==> config.mk <==
export PLATFORM = sky130hd
export DESIGN_NAME = rect_compositor_flat
export DESIGN_NICKNAME = d
export VERILOG_FILES = /design/src/rtl/rect_compositor_pkg.sv /design/src/rtl/rect_compositor_if.sv /design/src/rtl/rect_compositor_mover.sv /design/src/rtl/rect_compositor.sv /design/src/flat_wrapper.sv
export SDC_FILE = /design/constraint.sdc
export NUM_CORES = 2
export LEC_CHECK = 0
export ABC_AREA = 1
export CORE_UTILIZATION = 51
export DETAILED_ROUTE_END_ITERATION = 7
export DONT_BUFFER_PORTS = 1
export PLACE_DENSITY = 0.66
export SLEW_MARGIN = 20
export SYNTH_ARGS = -nofsm -noshare
export SYNTH_HDL_FRONTEND = slang
export SYNTH_SLANG_ARGS = --single-unit
==> constraint.sdc <==
create_clock -name i_clk -period 10.6 [get_ports i_clk]
set_input_delay 2.12 -clock i_clk [delete_from_list [all_inputs] [get_ports i_clk]]
set_output_delay 2.12 -clock i_clk [all_outputs]
set_load 0.01 [all_outputs]
==> src/rtl/rect_compositor_pkg.sv <==
// Shared constants and the per-axis bounce step for the rectangle compositor.
// Optional feature macro used by the top: RECT_COLLIDE_EN.
package rect_compositor_pkg;

    localparam int RECT_POS_W = 12;
    localparam int RECT_IDX_W = 4;
    localparam int RECT_HIT_W = 13;
    localparam logic [RECT_IDX_W-1:0] RECT_NONE = 4'hF;

    // Colour is packed {r,g,b}; blue sits at bit 0.
    function automatic int rgb_g_off(input int bw);
        return bw;
    endfunction

    function automatic int rgb_r_off(input int gw, input int bw);
        return gw + bw;
    endfunction

    // One animation step on one axis. Returns {new_dir, new_pos}.
    // An axis whose rectangle cannot fit a full step inside the screen stays frozen.
    function automatic logic [RECT_POS_W:0] bounce_step(
        input logic [RECT_POS_W-1:0] pos,
        input logic [RECT_POS_W-1:0] half,
        input logic                  dir,
        input int                    speed,
        input int                    res
    );
        logic [RECT_POS_W+1:0] p;
        logic [RECT_POS_W+1:0] h;
        logic [RECT_POS_W+1:0] s;
        logic [RECT_POS_W+1:0] r;
        logic [RECT_POS_W:0]   nxt;
        p   = {2'b00, pos};
        h   = {2'b00, half};
        s   = (RECT_POS_W+2)'(speed);
        r   = (RECT_POS_W+2)'(res);
        nxt = {dir, pos};
        if ((h << 1) + (s << 1) >= r) begin
            nxt = {dir, pos};
        end else if (dir) begin
            if (p + h + s > r - 1'b1) nxt = {1'b0, pos - s[RECT_POS_W-1:0]};
            else                      nxt = {1'b1, pos + s[RECT_POS_W-1:0]};
        end else begin
            if (p < h + s) nxt = {1'b1, pos + s[RECT_POS_W-1:0]};
            else           nxt = {1'b0, pos - s[RECT_POS_W-1:0]};
        end
        return nxt;
    endfunction

endpackage

==> src/rtl/rect_compositor_if.sv <==
// Configuration write bus for the rectangle compositor.
// wr_en is a single-cycle strobe with no ready: every strobe is accepted on the
// clock edge it is seen, and all other fields are only meaningful while wr_en=1.
interface rect_compositor_if #(parameter int RGB_W = 8);
    import rect_compositor_pkg::*;

    logic                  wr_en;
    logic [RECT_IDX_W-1:0] wr_idx;
    logic [RECT_POS_W-1:0] wr_cx;
    logic [RECT_POS_W-1:0] wr_cy;
    logic [RECT_POS_W-1:0] wr_hw;
    logic [RECT_POS_W-1:0] wr_hh;
    logic [RGB_W-1:0]      wr_rgb;
    logic [1:0]            wr_dir;
    logic                  wr_vis;

    modport master (output wr_en, wr_idx, wr_cx, wr_cy, wr_hw, wr_hh, wr_rgb, wr_dir, wr_vis);
    modport slave  (input  wr_en, wr_idx, wr_cx, wr_cy, wr_hw, wr_hh, wr_rgb, wr_dir, wr_vis);

endinterface

==> src/rtl/rect_compositor_mover.sv <==
// rect_mover: one rectangle's registers plus its bounce animation.
// A config write in the same cycle as an animate strobe wins; no step is applied.
module rect_mover import rect_compositor_pkg::*; #(
    parameter int H_RES = 640,
    parameter int V_RES = 480,
    parameter int SPEED = 1,
    parameter int RGB_W = 8
) (
    input  logic                  i_clk,
    input  logic                  i_rst,
    input  logic                  i_pix_stb,
    input  logic                  i_animate,
    input  logic                  i_wr,
    input  logic [RECT_POS_W-1:0] i_cx,
    input  logic [RECT_POS_W-1:0] i_cy,
    input  logic [RECT_POS_W-1:0] i_hw,
    input  logic [RECT_POS_W-1:0] i_hh,
    input  logic [RGB_W-1:0]      i_rgb,
    input  logic [1:0]            i_dir,
    input  logic                  i_vis,
    output logic [RECT_POS_W-1:0] o_cx,
    output logic [RECT_POS_W-1:0] o_cy,
    output logic [RECT_POS_W-1:0] o_hw,
    output logic [RECT_POS_W-1:0] o_hh,
    output logic [RGB_W-1:0]      o_rgb,
    output logic                  o_vis
);

    logic [RECT_POS_W-1:0] r_cx, r_cy, r_hw, r_hh;
    logic [RGB_W-1:0]      r_rgb;
    logic [1:0]            r_dir;
    logic                  r_vis;
    logic [RECT_POS_W:0]   w_step_x, w_step_y;

    assign w_step_x = bounce_step(r_cx, r_hw, r_dir[1], SPEED, H_RES);
    assign w_step_y = bounce_step(r_cy, r_hh, r_dir[0], SPEED, V_RES);

    // Rectangle state: config load has priority over the animation step.
    always_ff @(posedge i_clk or posedge i_rst) begin
        if (i_rst) begin
            r_cx  <= '0;
            r_cy  <= '0;
            r_hw  <= '0;
            r_hh  <= '0;
            r_rgb <= '0;
            r_dir <= 2'b11;
            r_vis <= 1'b0;
        end else if (i_wr) begin
            r_cx  <= i_cx;
            r_cy  <= i_cy;
            r_hw  <= i_hw;
            r_hh  <= i_hh;
            r_rgb <= i_rgb;
            r_dir <= i_dir;
            r_vis <= i_vis;
        end else if (i_pix_stb && i_animate && r_vis) begin
            r_dir <= {w_step_x[RECT_POS_W], w_step_y[RECT_POS_W]};
            r_cx  <= w_step_x[RECT_POS_W-1:0];
            r_cy  <= w_step_y[RECT_POS_W-1:0];
        end
    end

    assign o_cx  = r_cx;
    assign o_cy  = r_cy;
    assign o_hw  = r_hw;
    assign o_hh  = r_hh;
    assign o_rgb = r_rgb;
    assign o_vis = r_vis;

endmodule

==> src/rtl/rect_compositor.sv <==
// rect_compositor: N_RECT bouncing rectangles composited by fixed priority
// (index 0 on top). Two pixel-strobe pipeline; hs/vs delayed to match.
// Optional macro RECT_COLLIDE_EN adds the o_collide per-frame overlap report.
module rect_compositor import rect_compositor_pkg::*; #(
    parameter int N_RECT = 4,
    parameter int H_RES  = 640,
    parameter int V_RES  = 480,
    parameter int SPEED  = 1,
    parameter int RW     = 2,
    parameter int GW     = 3,
    parameter int BW     = 3
) (
    input  logic                  i_clk,
    input  logic                  i_rst,
    input  logic                  i_pix_stb,
    input  logic                  i_animate,
    input  logic [9:0]            i_x,
    input  logic [8:0]            i_y,
    input  logic                  i_hs,
    input  logic                  i_vs,
    rect_compositor_if.slave      cfg,
    output logic                  o_hs,
    output logic                  o_vs,
    output logic [RW-1:0]         o_r,
    output logic [GW-1:0]         o_g,
    output logic [BW-1:0]         o_b,
    output logic [RECT_IDX_W-1:0] o_hit_id
`ifdef RECT_COLLIDE_EN
    ,
    output logic [N_RECT-1:0]     o_collide
`endif
);

    localparam int RGB_W = RW + GW + BW;
    localparam int G_OFF = rgb_g_off(BW);
    localparam int R_OFF = rgb_r_off(GW, BW);

    logic [RECT_POS_W-1:0] w_cx [N_RECT];
    logic [RECT_POS_W-1:0] w_cy [N_RECT];
    logic [RECT_POS_W-1:0] w_hw [N_RECT];
    logic [RECT_POS_W-1:0] w_hh [N_RECT];
    logic [RGB_W-1:0]      w_rgb [N_RECT];
    logic [N_RECT-1:0]     w_vis, w_wr, w_hit;

    logic [N_RECT-1:0]     r_hit;
    logic                  r_hs1, r_vs1, r_hs2, r_vs2;
    logic [RGB_W-1:0]      r_rgb;
    logic [RECT_IDX_W-1:0] r_id;
    logic [RGB_W-1:0]      w_win_rgb;
    logic [RECT_IDX_W-1:0] w_win_id;

    for (genvar g = 0; g < N_RECT; g++) begin : g_rect
        // Indices at or above N_RECT never match, so those writes fall away.
        assign w_wr[g] = cfg.wr_en && (cfg.wr_idx == RECT_IDX_W'(g));

        rect_mover #(
            .H_RES (H_RES),
            .V_RES (V_RES),
            .SPEED (SPEED),
            .RGB_W (RGB_W)
        ) u_mover (
            .i_clk     (i_clk),
            .i_rst     (i_rst),
            .i_pix_stb (i_pix_stb),
            .i_animate (i_animate),
            .i_wr      (w_wr[g]),
            .i_cx      (cfg.wr_cx),
            .i_cy      (cfg.wr_cy),
            .i_hw      (cfg.wr_hw),
            .i_hh      (cfg.wr_hh),
            .i_rgb     (cfg.wr_rgb),
            .i_dir     (cfg.wr_dir),
            .i_vis     (cfg.wr_vis),
            .o_cx      (w_cx[g]),
            .o_cy      (w_cy[g]),
            .o_hw      (w_hw[g]),
            .o_hh      (w_hh[g]),
            .o_rgb     (w_rgb[g]),
            .o_vis     (w_vis[g])
        );

        // Widened compare so cx-hw is never formed and cannot underflow.
        assign w_hit[g] = w_vis[g]
            && (RECT_HIT_W'(i_x) + RECT_HIT_W'(w_hw[g]) > RECT_HIT_W'(w_cx[g]))
            && (RECT_HIT_W'(i_x) < RECT_HIT_W'(w_cx[g]) + RECT_HIT_W'(w_hw[g]))
            && (RECT_HIT_W'(i_y) + RECT_HIT_W'(w_hh[g]) > RECT_HIT_W'(w_cy[g]))
            && (RECT_HIT_W'(i_y) < RECT_HIT_W'(w_cy[g]) + RECT_HIT_W'(w_hh[g]));
    end

    // Stage 1: capture the hit vector and syncs for this pixel.
    always_ff @(posedge i_clk or posedge i_rst) begin
        if (i_rst) begin
            r_hit <= '0;
            r_hs1 <= 1'b1;
            r_vs1 <= 1'b1;
        end else if (i_pix_stb) begin
            r_hit <= w_hit;
            r_hs1 <= i_hs;
            r_vs1 <= i_vs;
        end
    end

    // Priority select: scan high to low so the lowest set index is left standing.
    always_comb begin
        w_win_id  = RECT_NONE;
        w_win_rgb = '0;
        for (int i = N_RECT - 1; i >= 0; i--) begin
            if (r_hit[i]) begin
                w_win_id  = RECT_IDX_W'(i);
                w_win_rgb = w_rgb[i];
            end
        end
    end

    // Stage 2: register the composited colour, winner id and delayed syncs.
    always_ff @(posedge i_clk or posedge i_rst) begin
        if (i_rst) begin
            r_rgb <= '0;
            r_id  <= RECT_NONE;
            r_hs2 <= 1'b1;
            r_vs2 <= 1'b1;
        end else if (i_pix_stb) begin
            r_rgb <= w_win_rgb;
            r_id  <= w_win_id;
            r_hs2 <= r_hs1;
            r_vs2 <= r_vs1;
        end
    end

    assign o_r      = r_rgb[R_OFF +: RW];
    assign o_g      = r_rgb[G_OFF +: GW];
    assign o_b      = r_rgb[0 +: BW];
    assign o_hit_id = r_id;
    assign o_hs     = r_hs2;
    assign o_vs     = r_vs2;

`ifdef RECT_COLLIDE_EN
    logic [N_RECT-1:0] r_flags, r_collide, w_coll;

    // A rect collides when it and at least one other rect hit the same pixel.
    always_comb begin
        w_coll = '0;
        for (int i = 0; i < N_RECT; i++) begin
            w_coll[i] = r_hit[i] && ((r_hit & ~(N_RECT'(1) << i)) != '0);
        end
    end

    // Sticky per-frame flags, published and cleared on the end-of-frame pulse.
    always_ff @(posedge i_clk or posedge i_rst) begin
        if (i_rst) begin
            r_flags   <= '0;
            r_collide <= '0;
        end else if (i_pix_stb) begin
            if (i_animate) begin
                r_collide <= r_flags;
                r_flags   <= '0;
            end else begin
                r_flags   <= r_flags | w_coll;
            end
        end
    end

    assign o_collide = r_collide;
`endif

endmodule

==> src/flat_wrapper.sv <==
// flat-port wrapper written by rule: the top's interface ports become plain ports
module rect_compositor_flat import rect_compositor_pkg::*;
#(
    parameter int N_RECT = 4,
    parameter int H_RES  = 640,
    parameter int V_RES  = 480,
    parameter int SPEED  = 1,
    parameter int RW     = 2,
    parameter int GW     = 3,
    parameter int BW     = 3
)
  (i_clk, i_rst, i_pix_stb, i_animate, i_x, i_y, i_hs, i_vs, o_hs, o_vs, o_r, o_g, o_b, o_hit_id, cfg_wr_en, cfg_wr_idx, cfg_wr_cx, cfg_wr_cy, cfg_wr_hw, cfg_wr_hh, cfg_wr_rgb, cfg_wr_dir, cfg_wr_vis);
  rect_compositor_if #(.RGB_W(8)) cfg_i ();
  input  logic i_clk;
  input  logic i_rst;
  input  logic i_pix_stb;
  input  logic i_animate;
  input  logic [9:0] i_x;
  input  logic [8:0] i_y;
  input  logic i_hs;
  input  logic i_vs;
  output logic o_hs;
  output logic o_vs;
  output logic [RW-1:0] o_r;
  output logic [GW-1:0] o_g;
  output logic [BW-1:0] o_b;
  output logic [RECT_IDX_W-1:0] o_hit_id;
  input wire logic [$bits(cfg_i.wr_en)-1:0] cfg_wr_en;
  input wire logic [$bits(cfg_i.wr_idx)-1:0] cfg_wr_idx;
  input wire logic [$bits(cfg_i.wr_cx)-1:0] cfg_wr_cx;
  input wire logic [$bits(cfg_i.wr_cy)-1:0] cfg_wr_cy;
  input wire logic [$bits(cfg_i.wr_hw)-1:0] cfg_wr_hw;
  input wire logic [$bits(cfg_i.wr_hh)-1:0] cfg_wr_hh;
  input wire logic [$bits(cfg_i.wr_rgb)-1:0] cfg_wr_rgb;
  input wire logic [$bits(cfg_i.wr_dir)-1:0] cfg_wr_dir;
  input wire logic [$bits(cfg_i.wr_vis)-1:0] cfg_wr_vis;
  assign cfg_i.wr_en = cfg_wr_en;
  assign cfg_i.wr_idx = cfg_wr_idx;
  assign cfg_i.wr_cx = cfg_wr_cx;
  assign cfg_i.wr_cy = cfg_wr_cy;
  assign cfg_i.wr_hw = cfg_wr_hw;
  assign cfg_i.wr_hh = cfg_wr_hh;
  assign cfg_i.wr_rgb = cfg_wr_rgb;
  assign cfg_i.wr_dir = cfg_wr_dir;
  assign cfg_i.wr_vis = cfg_wr_vis;
  rect_compositor #(.N_RECT(N_RECT), .H_RES(H_RES), .V_RES(V_RES), .SPEED(SPEED), .RW(RW), .GW(GW), .BW(BW)) u_core (.i_clk(i_clk), .i_rst(i_rst), .i_pix_stb(i_pix_stb), .i_animate(i_animate), .i_x(i_x), .i_y(i_y), .i_hs(i_hs), .i_vs(i_vs), .cfg(cfg_i), .o_hs(o_hs), .o_vs(o_vs), .o_r(o_r), .o_g(o_g), .o_b(o_b), .o_hit_id(o_hit_id));
endmodule
; After elaboration in Yosys (flattened, before gate mapping)
; Cells that the tools add are included.
[op_classes]
n_div = 0
muxes = 64
eq_ne = 11
add_sub_neg = 64
mul = 0
n_shift = 0
n_lt_le_gt_ge = 40
reduce_logical = 38
bitwise = 0
[ops]
columns = operator, n
row1 = 2-to-1 mux 13 bit, 32
row2 = adder 12 x 12 -> 13 bit, 16
row3 = 2-to-1 mux 12 bit, 16
row4 = "adder 13 x 1 -> 14 bit, second input constant", 8
row5 = "adder 13 x 2 -> 14 bit, second input constant", 8
row6 = "adder 12 x 1 -> 13 bit, second input constant", 8
row7 = > comparator 13 x 12 -> 1 bit, 8
row8 = less-than comparator 12 x 13 -> 1 bit, 8
row9 = "adder 12 x 1 -> 12 bit, second input constant", 8
row10 = "subtractor 12 x 1 -> 12 bit, second input constant", 8
row11 = "greater-or-equal comparator 14 x 10 -> 1 bit, second input constant", 4
row12 = "greater-or-equal comparator 14 x 9 -> 1 bit, second input constant", 4
row13 = "> comparator 14 x 10 -> 1 bit, second input constant", 4
row14 = "> comparator 14 x 9 -> 1 bit, second input constant", 4
row15 = adder 10 x 12 -> 13 bit, 4
row16 = adder 9 x 12 -> 13 bit, 4
row17 = less-than comparator 10 x 13 -> 1 bit, 4
row18 = less-than comparator 9 x 13 -> 1 bit, 4
row19 = 2-to-1 mux 8 bit, 4
row20 = logical AND 1 bit, 25
row21 = 2-to-1 mux 2 bit, 8
row22 = 2-to-1 mux 4 bit, 4
row23 = "!= test 2 bit, second input constant", 8
row24 = AND reduction 2 bit, 8
row25 = other kinds (4), 8
[totals]
ram_bits = 0
in_bits = 89
rom_bits = 0
mem_count = 0
ff_bits = 256
latchBits = 0
out_inout_bits = 14
elab_cells = 256

; Longest topological paths before layout
[logic_depth]
word_depth = 8
mapped_depth = 23
depth_no_buf = 23

; Hierarchy
; A second synthesis with hierarchy kept.
[hier_totals]
hier_cells = 5806
area_unflattened_um2 = 37393.4
[modules_own_cells]
columns = mod, seq_area_each_um2, cells_each, area_each_um2, instances
row1 = rect_mover, 1478.9, 910, 5974.5, 4
row2 = rect_compositor, 484.2, 2166, 13495.4, 1

; Worst setup path before layout
; Ideal clock, no wire load.
[synth_path]
path_kind = input -> register
from = input port i_x[0]
to = register u_core.r_hit[2]
setup_ns = 0.117
arrival_ns = 4.638
setup_slack_ns = 5.845
required_time_ns = 10.483
path_buffers = 0
path_stages = 16
path_cell_list = ha_1 > inv_1 > fa_1 > o21ai_0 > nand2_1 > o211ai_1 > a21oi_1 > o21ai_0 > xor2_1 > ha_1 > nand4_1 > or4_1 > nand2_1 > nand2_1 > nand3_1 > nand2_1
[synth_between]
elab_chain_len = 6
word_cells_on_any_way = 7
cone_classes = add/sub: 1 / order compare: 2 / reduce/logical: 4
[synth_rtl]
columns = element, line_no
row1 = start: declaration, flat_wrapper.sv:18  ; input logic [9:0] i_x;
row2 = adder 10 x 12 -> 13 bit, rect_compositor.sv:84  ; && (RECT_HIT_W'(i_x) + RECT_HIT_W'(w_hw[g]) > RECT_HIT_W'(w_cx[g]))
row3 = > comparator 13 x 12 -> 1 bit, rect_compositor.sv:84
row4 = logical AND 1 bit, rect_compositor.sv:84
row5 = logical AND 1 bit *, rect_compositor.sv:85  ; && (RECT_HIT_W'(i_x) < RECT_HIT_W'(w_cx[g]) + RECT_HIT_W'(w_hw[g]))
row6 = logical AND 1 bit *, rect_compositor.sv:86  ; && (RECT_HIT_W'(i_y) + RECT_HIT_W'(w_hh[g]) > RECT_HIT_W'(w_cy[g]))
row7 = logical AND 1 bit *, rect_compositor.sv:87  ; && (RECT_HIT_W'(i_y) < RECT_HIT_W'(w_cy[g]) + RECT_HIT_W'(w_hh[g]));
row8 = end signal: assignment, rect_compositor.sv:97  ; r_hit <= w_hit;
row9 = end: declaration, rect_compositor.sv:45  ; logic [N_RECT-1:0] r_hit;
; Mark *: on every way between the ends. The rest lies on a longest branch, timed or not.
; A chain may end at the register's enable or synchronous reset.

; Worst setup path in the final report
[layout_path]
from = input port i_x[1]
to = register u_core.r_hit[1]
; Same word-level chain as after synthesis.

==> flow_summary.ini <==
[synthesis]
synth_area_mm2 = 0.0337
synth_ff_type = dfrtp_1
ys_seq_elements = 255
yosysWarningCount = 0
ys_types = 55
synthArstFlopShare_pct = 100
synth.net_count = 5775
synth-edff-count = 0
syn_inst = 5198
seq_area_frac_synth_pct = 19.0
syn_area_per_cell_um2 = 6.49

[worst_setup_path]
r2r_slack_ps = 6890
path_class = input port to flip-flop
start_kind = input port
critPathTopFamily = simple AND/OR/NAND/NOR gates
cp_max_fo = 9
worst_path_largest_cell_delay_ps = 500
crit_path_top_delay_cell = fa_1
cp.arrival_ps = 5030
critPathMostFrequentCell = nand2_1
cp_cell_sequence = inv_1 -> fa_1 -> o21ai_0 -> nand2_1 -> o211ai_1 -> a21oi_1 -> o21ai_0 -> xor2_1 -> ha_1 -> nand4_1 -> or4_1 -> nand2_1 -> nand2_1 -> nand3_1 -> nand2_1
crit_path_end_kind = flip-flop
cp.required_ps = 11060
path_buf_inv = 1

[flow_run]
cap_violations = 0

[sta]
worst_pin_slew_ps = 869
min_period_ps = 4560
hold_viol = 0
fmaxAchievable_mhz = 219
fin_crit_sh_pct = 43.0
clock_skew_ps = 37.0
grt_setup_unrepaired = no
finalSetupViolCount = 0
timing.slew.headroom_pct = 41.9
setup_tns_ps = 0
whs_ps = 465
drv_slew = 0

[status]
status = finished clean

[clocking]
clockBufferDepth = 3
post_cts_buffers = 0
holdBufCountCts = 0
insertion_delay_ps = 570
cts-resized-gates = 0
cts_buffers = 34
htreeDepth = 2
cts_root_buf = clkbuf_16
clkTransAtPathRegs_ps = 60
cts_tree = yes
cts_sinks = 255

[detailed_routing]
viasPerCell = 5.64
wirelength_um = 115000
ant_nets = 0
routedWlPerCell_um = 19.1
dr.pass1.iters = 8
drtIter0Drc = 3101
via_count = 34000
drc = 0

[floorplanning]
row_count = 93
initial_core_util_pct = 51.9
die-area_mm2 = 0.0672
core_area_mm2 = 0.0649
die_h_um = 259
die_w_um = 259
io_pins = 103

[power]
peakVddDrop_mv = 0.139
power_frac_seq_pct = 19.6
swShare_pct = 54.4
net-switching-power_mw = 5.78
p_clk_share_pct = 12.4
combPwrFrac_pct = 67.9
power.leakage_nw = 19.0
power_density_mw_per_mm2 = 298
p_int_mw = 4.85

[final_layout]
fillers = 6651
fin_cells = 6021
layout-drive-gt1-share_pct = 2.73
final_nets = 5715
areaGrowthSynthToFinish_pct = 5.82

[placement]
portBuffers = 0
hpwl_um = 90300
dp_cells = 5957
gp_congestion = 0.949

[grt]
grt_pass1_wl_um = 180000
grt_pass1_vias = 31600
grt_start_max_net_pins = 149
antenna_found_initial = 7
grtUsageTotal_pct = 34.2
overflow = 0

[hold_path]
hp-class = flip-flop to flip-flop
-- cell usage in the layout, fill, tap and decap left out, types with 35 or more instances in the layout --
cell and n:
nand3_1 510, xnor2_1 71, clkbuf_16 35, a21oi_1 293, ha_1 464, nor2_1 354
nand4_1 77, dfrtp_1 240, o21ai_0 306, xor2_1 276, nor3_1 100, inv_1 703
nand2_1 1430
-- path summary, 6_finish.rpt --
| kind | start | end | cells after the start |
|---|---|---|---|
| max in group asynchronous | i_rst | u_core.g_rect[1].u_mover.o_cx[9] | 2 |
| hold / removal | u_core.r_hs1 | u_core.r_hs1 | 2 |
| hold reg to reg | u_core.r_hs1 | u_core.r_hs1 | 2 |
| setup reg to reg | u_core.g_rect[0].u_mover.o_hw[1] | u_core.g_rect[0].u_mover.o_cx[7] | 15 |
| min in group asynchronous | i_rst | u_core.g_rect[3].u_mover.o_cy[5] | 1 |
| setup / recovery | i_x[1] | u_core.r_hit[1] | 15 |
-- sequential cells by signal, summed over array words and instances, names as in the netlist, 4 cells and up --
signal,cells
u_core.g_rect.u_mover.r_dir,8
u_core.g_rect.u_mover.o_vis,4
u_core.g_rect.u_mover.o_cx,48
u_core.r_hit,4
u_core.g_rect.u_mover.o_rgb,32
u_core.g_rect.u_mover.o_hh,48
u_core.g_rect.u_mover.o_cy,48
u_core.g_rect.u_mover.o_hw,48
u_core.r_rgb,8
-- metrics by stage --
| step | utilization (%) | instance area (um^2) | power, mW | worst slack [ps] |
|---|---|---|---|---|
| floorplan | - | 33700 | 7.43 | 1490 |
| CTS | 55.0 | 35700 | 10.5 | 6080 |
| detailed placement | 53.0 | 34400 | 9.15 | 5480 |
| global placement | 53.0 | 34400 | 9.07 | 5530 |
| finish | 55.0 | 35700 | 10.6 | 6040 |
| global route | 55.0 | 35700 | 11.8 | 5690 |
-- cell usage after synthesis, types with 7 or more instances --
master,number,area [um^2]
nand3_1,510,2550
nor4_1,11,68.8
inv_1,705,2650
o21bai_1,13,97.6
nor2_1,356,1340
buf_2,33,165
o211ai_1,18,135
nor2_2,13,81.3
o22ai_1,7,43.8
o21ai_0,306,1530
nand2_2,7,43.8
o221ai_1,12,105
nand4_1,77,482
fa_1,24,480
buf_4,9,67.6
dfstp_2,15,394
xor2_1,276,2420
clkbuf_1,56,210
nand3b_1,24,180
o21ai_1,7,35.0
a21oi_1,293,1470
xnor2_1,71,622
or2_2,10,62.6
nor3_1,102,510
and2_1,14,87.6
dfrtp_1,240,6010
nand2_1,1430,5370
a31oi_1,12,75.1
a21o_1,12,90.1
ha_1,464,5810
o31ai_1,7,52.6
-- power by group through the flow --
stage	registers, mW	logic, mW	clock network, mW
finish	2.09	7.23	1.32
global route	2.13	8.30	1.37
CTS	2.06	7.14	1.34
detailed placement	2.07	7.08	0
global placement	2.08	6.99	0
floorplan	1.69	5.73	0
-- layer usage --
| metal | wire length (um) | share of wire [%] | track usage [%] | vias up |
|---|---|---|---|---|
| met2 | 51400 | 45 | 55.6 | 1076 |
| met5 | 33 | 0.029 | 0 | - |
| met3 | 8130 | 7.0 | 5.58 | 238 |
| met1 | 50300 | 44 | 44.7 | 15700 |
| met4 | 5460 | 4.7 | 14.7 | 6 |
| li1 | - | - | - | 16900 |
-- logic make-up (layout without fill, tap and decap cells) --
logic type               Yosys count  count (layout)  synth area share (%)
AO/OA/AOI/OAI                    709             709                  11.3
XOR/XNOR                         348             348                  9.06
adder cells (fa/ha/maj)          488             488                  18.6
buffers and inverters            820             785                  9.42
flip-flops                       255             255                  19.0
multiplexers                       1               1                0.0297
other                              0               3                     0
AND/OR/NAND/NOR                 2577            2577                  32.6
-- area by class of cell --
class / count / area (um^2) / area share [%]
clock inverter: 17 / 290 / 0.813
timing repair buffer: 11 / 95.1 / 0.266
inverter: 713 / 2680 / 7.52
multi-input combinational: 4123 / 24200 / 67.7
tap: 855 / 1070 / 3.00
sequential: 255 / 6400 / 17.9
antenna: 3 / 7.51 / 0.0210
clock buffer: 44 / 970 / 2.72
-- worst min-delay path, delay by kind of cell (launching register included) --
family        cells  cell delay, ps
simple gates      2             100
flops             1             360
Note: power is estimated with default switching activity, not from simulation.
